**src/rtl/uio_bus_arbiter_if.sv**
```systemverilog
// uio_bus_arbiter_if: requester-side and pin-side signals of the uio bus arbiter.
//
// Handshake: a requester raises req[i] (with dir[i]) and holds it until it
// sees gnt[i]. Every cycle gnt[i] is high is one beat: output owners have
// wdata driven on the pins and input owners have uio_in sampled. The grant
// ends after the beat in which the owner raises last[i] or drops req[i], or
// after the burst limit is reached. gnt is never combinationally dependent
// on req, last or dir.
interface uio_bus_arbiter_if #(
    parameter int NREQ = 4
);
    logic              ena;
    logic [NREQ-1:0]   req;
    logic [NREQ-1:0]   dir;
    logic [NREQ-1:0]   last;
    logic [8*NREQ-1:0] wdata;
    logic [NREQ-1:0]   gnt;
    logic [7:0]        rdata;
    logic              rdata_valid;
    logic [7:0]        uio_in;
    logic [7:0]        uio_out;
    logic [7:0]        uio_oe;
    logic [1:0]        state_dbg;

    // User logic and pad side.
    modport master (
        output ena, req, dir, last, wdata, uio_in,
        input  gnt, rdata, rdata_valid, uio_out, uio_oe, state_dbg
    );

    // Arbiter side.
    modport slave (
        input  ena, req, dir, last, wdata, uio_in,
        output gnt, rdata, rdata_valid, uio_out, uio_oe, state_dbg
    );
endinterface

```
**src/rtl/uio_bus_arbiter.sv**
```systemverilog
// uio_bus_arbiter: round-robin sharing of the 8-bit bidirectional uio pins.
// One owner at a time; turnaround cycles with the pins released are inserted
// whenever the pin direction changes between owners.
module uio_bus_arbiter #(
    parameter int NREQ       = 4,
    parameter int MAX_BURST  = 8,
    parameter int TURNAROUND = 1
) (
    input logic              clk,
    input logic              rst,
    uio_bus_arbiter_if.slave bus
);
    localparam int IW = (NREQ > 1) ? $clog2(NREQ) : 1;
    localparam int BW = $clog2(MAX_BURST + 1);
    localparam int TW = $clog2(TURNAROUND + 1);

    typedef enum logic [1:0] {
        IDLE = 2'd0,
        TURN = 2'd1,
        OWN  = 2'd2
    } state_t;

    state_t        state_q, state_d;
    logic [IW-1:0] owner_q, owner_d;
    logic [IW-1:0] ptr_q, ptr_d;
    logic          own_dir_q, own_dir_d;
    logic          bus_dir_q, bus_dir_d;
    logic [BW-1:0] beat_q, beat_d;
    logic [TW-1:0] turn_q, turn_d;
    logic [7:0]    rdata_q, rdata_d;
    logic          rvalid_q, rvalid_d;

    logic          sel_found;
    logic [IW-1:0] sel_idx;
    int            rr_idx;
    logic          grant_end;
    logic [IW-1:0] owner_next_ptr;

    logic [NREQ-1:0] gnt;
    logic [7:0]      uio_out;
    logic [7:0]      uio_oe;
    logic [7:0]      wbyte [NREQ];

    // Split the packed write-data bus into one byte per requester.
    for (genvar g = 0; g < NREQ; g++) begin : g_wbyte
        assign wbyte[g] = bus.wdata[8*g+7 : 8*g];
    end

    // Round-robin pick: first requesting index at or above ptr, wrapping.
    always_comb begin
        sel_found = 1'b0;
        sel_idx   = '0;
        rr_idx    = 0;
        for (int k = 0; k < NREQ; k++) begin
            rr_idx = int'(ptr_q) + k;
            if (rr_idx >= NREQ) begin
                rr_idx = rr_idx - NREQ;
            end
            if (!sel_found && bus.req[IW'(rr_idx)]) begin
                sel_found = 1'b1;
                sel_idx   = IW'(rr_idx);
            end
        end
    end

    assign owner_next_ptr = (owner_q == IW'(NREQ - 1)) ? '0 : owner_q + IW'(1);
    assign grant_end      = bus.last[owner_q] || !bus.req[owner_q] ||
                            (beat_q == BW'(MAX_BURST - 1));

    // Next-state and next-register logic for the ownership FSM.
    always_comb begin
        state_d   = state_q;
        owner_d   = owner_q;
        ptr_d     = ptr_q;
        own_dir_d = own_dir_q;
        bus_dir_d = bus_dir_q;
        beat_d    = beat_q;
        turn_d    = turn_q;
        rdata_d   = rdata_q;
        rvalid_d  = 1'b0;
        case (state_q)
            IDLE: begin
                beat_d = '0;
                turn_d = '0;
                if (bus.ena && sel_found) begin
                    owner_d   = sel_idx;
                    own_dir_d = bus.dir[sel_idx];
                    state_d   = (bus.dir[sel_idx] == bus_dir_q) ? OWN : TURN;
                end
            end
            TURN: begin
                if (turn_q == TW'(TURNAROUND - 1)) begin
                    turn_d    = '0;
                    bus_dir_d = own_dir_q;
                    state_d   = OWN;
                end else begin
                    turn_d = turn_q + TW'(1);
                end
            end
            OWN: begin
                // Input owners get every owned cycle's pin value captured.
                if (!own_dir_q) begin
                    rdata_d  = bus.uio_in;
                    rvalid_d = 1'b1;
                end
                beat_d = beat_q + BW'(1);
                if (grant_end) begin
                    beat_d  = '0;
                    ptr_d   = owner_next_ptr;
                    state_d = IDLE;
                end
            end
            default: begin
                state_d = IDLE;
            end
        endcase
    end

    // State and datapath registers; reset releases the pins immediately.
    always_ff @(posedge clk or posedge rst) begin
        if (rst) begin
            state_q   <= IDLE;
            owner_q   <= '0;
            ptr_q     <= '0;
            own_dir_q <= 1'b0;
            bus_dir_q <= 1'b0;
            beat_q    <= '0;
            turn_q    <= '0;
            rdata_q   <= '0;
            rvalid_q  <= 1'b0;
        end else begin
            state_q   <= state_d;
            owner_q   <= owner_d;
            ptr_q     <= ptr_d;
            own_dir_q <= own_dir_d;
            bus_dir_q <= bus_dir_d;
            beat_q    <= beat_d;
            turn_q    <= turn_d;
            rdata_q   <= rdata_d;
            rvalid_q  <= rvalid_d;
        end
    end

    // Grant and pin drive decoded purely from registered state and owner.
    always_comb begin
        gnt     = '0;
        uio_oe  = 8'h00;
        uio_out = 8'h00;
        if (state_q == OWN) begin
            gnt[owner_q] = 1'b1;
            if (own_dir_q) begin
                uio_oe  = 8'hFF;
                uio_out = wbyte[owner_q];
            end
        end
    end

    assign bus.gnt         = gnt;
    assign bus.uio_oe      = uio_oe;
    assign bus.uio_out     = uio_out;
    assign bus.rdata       = rdata_q;
    assign bus.rdata_valid = rvalid_q;
    assign bus.state_dbg   = state_q;
endmodule

```
**src/flat_wrapper.sv**
```systemverilog
// flat-port wrapper written by rule: the top's interface ports become plain ports
module uio_bus_arbiter_flat 
#(
    parameter int NREQ       = 4,
    parameter int MAX_BURST  = 8,
    parameter int TURNAROUND = 1
)
  (clk, rst, bus_ena, bus_req, bus_dir, bus_last, bus_wdata, bus_uio_in, bus_gnt, bus_rdata, bus_rdata_valid, bus_uio_out, bus_uio_oe, bus_state_dbg);
  uio_bus_arbiter_if #(.NREQ(NREQ)) bus_i ();
  input logic clk;
  input logic rst;
  input wire logic [$bits(bus_i.ena)-1:0] bus_ena;
  input wire logic [$bits(bus_i.req)-1:0] bus_req;
  input wire logic [$bits(bus_i.dir)-1:0] bus_dir;
  input wire logic [$bits(bus_i.last)-1:0] bus_last;
  input wire logic [$bits(bus_i.wdata)-1:0] bus_wdata;
  input wire logic [$bits(bus_i.uio_in)-1:0] bus_uio_in;
  output wire logic [$bits(bus_i.gnt)-1:0] bus_gnt;
  output wire logic [$bits(bus_i.rdata)-1:0] bus_rdata;
  output wire logic [$bits(bus_i.rdata_valid)-1:0] bus_rdata_valid;
  output wire logic [$bits(bus_i.uio_out)-1:0] bus_uio_out;
  output wire logic [$bits(bus_i.uio_oe)-1:0] bus_uio_oe;
  output wire logic [$bits(bus_i.state_dbg)-1:0] bus_state_dbg;
  assign bus_i.ena = bus_ena;
  assign bus_i.req = bus_req;
  assign bus_i.dir = bus_dir;
  assign bus_i.last = bus_last;
  assign bus_i.wdata = bus_wdata;
  assign bus_i.uio_in = bus_uio_in;
  assign bus_gnt = bus_i.gnt;
  assign bus_rdata = bus_i.rdata;
  assign bus_rdata_valid = bus_i.rdata_valid;
  assign bus_uio_out = bus_i.uio_out;
  assign bus_uio_oe = bus_i.uio_oe;
  assign bus_state_dbg = bus_i.state_dbg;
  uio_bus_arbiter #(.NREQ(NREQ), .MAX_BURST(MAX_BURST), .TURNAROUND(TURNAROUND)) u_core (.clk(clk), .rst(rst), .bus(bus_i));
endmodule
```
**config.mk**
```make
export PLATFORM = sky130hd
export DESIGN_NAME = uio_bus_arbiter_flat
export DESIGN_NICKNAME = d
export VERILOG_FILES = /design/src/rtl/uio_bus_arbiter_if.sv /design/src/rtl/uio_bus_arbiter.sv /design/src/flat_wrapper.sv
export SDC_FILE = /design/constraint.sdc
export NUM_CORES = 1
export LEC_CHECK = 0
export BUFFER_PORTS_ARGS = -buffer_cell sky130_fd_sc_hd__buf_2
export CORE_MARGIN = 3
export CORE_UTILIZATION = 39
export CTS_CLUSTER_SIZE = 14
export DETAILED_ROUTE_END_ITERATION = 7
export PLACE_DENSITY = 0.86
export SLEW_MARGIN = 20
export SYNTH_ARGS = -nofsm -noshare
export SYNTH_HDL_FRONTEND = slang
export SYNTH_SLANG_ARGS = --single-unit
```
**constraint.sdc**
```tcl
create_clock -name clk -period 1.8 [get_ports clk]
set_input_delay 0.18 -clock clk [delete_from_list [all_inputs] [get_ports clk]]
set_output_delay 0.18 -clock clk [all_outputs]
set_load 0.02 [all_outputs]
```
==> impl_metrics.py <==
metrics = {
    "synth": {
        "netlist_area_um2": 1463,
        "async_reset_ff_share_pct": 100.0,
        "yosysSeqAreaShare_pct": 35.93,
        "synth_edf_count": 0,
        "synthCells": 133,
        "synth_cell_types": 41,
        "synth.top_cell.area_share_pct": 35.93,
        "synth_area_per_cell_um2": 11.00,
        "synth_ff_type": "dfrtp_1",
        "yosysTopAreaCell": "dfrtp_1",
        "synthesis.nets": 193,
        "synth_most_common_cell": "dfrtp_1",
        "synth_seq_cells": 21,
        "yosysWarnings": 0,
        "synthTopCellsByArea": "dfrtp_1 36%, mux4_2 14%, mux2_2 7.7%",
        "synthTopCellsByCount": "21 x dfrtp_1, 10 x mux2_2, 9 x mux4_2",
    },
    "clocking": {
        "htreeDepth": 1,
        "postCtsHoldBufs": 0,
        "clock_sinks": 21,
        "cts-root-buf": "clkbuf_8",
        "numCtsBuffers": 3,
        "insertion_delay_ns": 0.25,
        "clkTransAtPathRegs_ns": 0.07,
        "max-clock-path-buffers": 2,
        "tritoncts": "yes",
    },
    "sta": {
        "setup_viol": 2,
        "clock_skew_ns": 0.001071,
        "slew_violations": 0,
        "rsz0062_at_grt": "yes",
        "max_freq_ghz": 0.5482,
        "fin_crit_ns": 1.824,
        "slew_headroom_pct": 48.89,
        "post-route-period-util_pct": 101.3,
        "hold_viol_final": 0,
        "fin_ws_ns": -0.02418,
        "tightest_slew_ns": 0.7659,
    },
    "worst_setup_path": {
        "cp_slowest_cell": "mux4_2",
        "reg2regPathDepth": 6,
        "crit_cells": 4,
        "worstSetupEndpointType": "primary output",
        "path_buf_inv": 2,
        "critPathMaxFanout": 4,
        "worst_ep_arrival_time_ns": 1.64,
        "worstSetupPathType": "flop to primary output",
        "startpoint_type": "flop",
        "path_cells": "clkbuf_16, mux4_2, and3_4, buf_6",
        "required_ns": 1.62,
        "crit_family": "multiplexers",
        "cpPeakStageDelay_ns": 0.49,
    },
    "global_routing": {
        "grt.total_usage_pct": 17.52,
        "grt_pass1_wl_mm": 6.203,
        "grt_max_degree": 22,
        "overflow": 0,
        "grt_pass1_vias": 1409,
        "antenna_found_initial": 0,
    },
    "route": {
        "vias": 1387,
        "dr.pass1.iters": 4,
        "drt-initial-drc-count": 44,
        "viasPerCell": 5.175,
        "drtAntennaViolNets": 0,
        "drc": 0,
        "wl_per_cell_um": 14.82,
        "wl_mm": 3.971,
    },
    "floorplanning": {
        "num_io_pins": 86,
        "die_x_um": 67.24,
        "start_util_pct": 42.17,
        "fp-row-count": 21,
        "die-area_um2": 4521,
        "die_y_um": 67.24,
        "fp.coreArea_um2": 3468,
    },
    "finish": {
        "syn_to_final_growth_pct": 46.19,
        "diodes": 0,
        "layout-drive-gt1-share_pct": 62.61,
        "final_util_pct": 61.65,
        "nets": 283,
    },
    "power": {
        "p_per_area_nw_per_um2": 1543,
        "total_power_uw": 3300,
        "p_leak_uw": 0.001067,
        "ir_drop_mv": 1.145,
    },
    "placed_design": {
        "gp_congestion": 0.7805,
        "dp_slack_ns": -0.07101,
        "io_buffers": 85,
        "dpl.hpwl_mm": 3.162,
    },
    "flow_run": {
        "max_cap_viol_count": 0,
    },
    "worst_hold_path": {
        "hold_path.class": "input port to asynchronous set/reset pin",
    },
    "status": {
        "violations": "setup timing",
        "status": "finished with violations",
    },
}
-- path summary, 6_finish.rpt --
kind	from	to	slack (ns)
max in group asynchronous	rst	u_core.owner_q[1]$_DFFE_PP0P_	1.21
max reg2reg	u_core.ptr_q[0]$_DFFE_PP0P_	u_core.bus.state_dbg[0]$_DFFE_PP0P_	0.02
max	u_core.owner_q[0]$_DFFE_PP0P_	bus_uio_out[6]	-0.02
min	rst	u_core.bus.rdata[2]$_DFFE_PP0P_	0.06
min in group clk	bus_uio_in[0]	u_core.bus.rdata[0]$_DFFE_PP0P_	0.16
min reg2reg	u_core.bus.rdata[3]$_DFFE_PP0P_	u_core.bus.rdata[3]$_DFFE_PP0P_	0.51
-- layout by cell type (no fill, tap or decap), drive strengths merged --
cell and n:
ha 5, xnor2 2, a211oi 1, a21o 1, a21boi 1, buf 95
a32o 1, xor2 1, nor4 1, a211o 1, dfrtp 21, nor2 5
and2 6, mux2i 2, clkbuf 5, nor2b 5, nand3 1, nor3b 2
a311oi 1, nand2b 6, a21oi 2, inv 7, nand2 9, nor3 1
o32a 1, o2111ai 1, mux4 9, o31a 1, o21ai 7, o41ai 1
mux2 10, o221ai 2, and3 8
-- per-stage QoR --
step / hold slack (ns) / area, um2 / cells / setup TNS, ns
finish: 0.06096 / 2138 / 268 / -0.03951
global route: 0.1262 / 2138 / 268 / -0.4237
CTS: 0.08635 / 2103 / 267 / -0.1102
detailed placement: 0.3597 / 1934 / 259 / -0.1156
global placement: 0.3541 / 1934 / 259 / 0
floorplan: 0.1565 / 1463 / 133 / 0
-- layer usage --
| layer | GRT usage, % | part of all wire [%] | wire (um) | vias to the layer above |
|---|---|---|---|---|
| li1 | - | - | - | 658 |
| met1 | 20.82 | 39 | 1544 | 660 |
| met2 | 33.37 | 50 | 2004 | 69 |
| met3 | 3.661 | 11 | 422 | 0 |
| met4 | 1.519 | 0 | 0 | 0 |
| met5 | 0 | 0 | 0 | - |
-- area by class of cell --
type / instances / area [um2]
well taps: 46 / 57.56
repair buffers: 96 / 588.1
inverters: 7 / 26.28
clock buffers: 4 / 45.04
fillers: 303 / 1330
flip-flops and latches: 21 / 528.0
multi-input cells: 94 / 893.4
-- sequential cells by signal (all words and copies together) (netlist names) --
| register | cells |
|---|---|
| u_core.ptr_q | 2 |
| u_core.bus_dir_q | 1 |
| u_core.bus.state_dbg | 2 |
| u_core.bus.rdata | 8 |
| u_core.owner_q | 2 |
| u_core.bus.rdata_valid | 1 |
| u_core.beat_q | 4 |
| u_core.own_dir_q | 1 |
-- repair_timing --
item / 4_1_cts / 5_1_grt
buffers inserted: 3 / 1
gates resized for setup: 23 / 9
cloned: 1 / 0
setup endpoints to repair: 10 / 15
pin swaps: 8 / 3
-- cells by family after synthesis --
logic type	count (synthesis)	synth area share (%)
and+or+nand+nor	44	17.11
AOI/OAI and AO/OA	21	11.46
xor gates and xnor gates	3	1.797
adders and majority gates	5	4.277
DFF	21	35.93
buffers and inverters	18	6.501
muxes	21	22.93
-- report_power, final --
group	total (uW)	leakage [uW]	switching, uW	internal (uW)
sequential	870	0.000260	190	680
combinational	2140	0.000784	1070	1070
clock	295	0.0000228	138	157
total	3300	0.00107	1390	1910
Power figures use the tool's default switching activity.
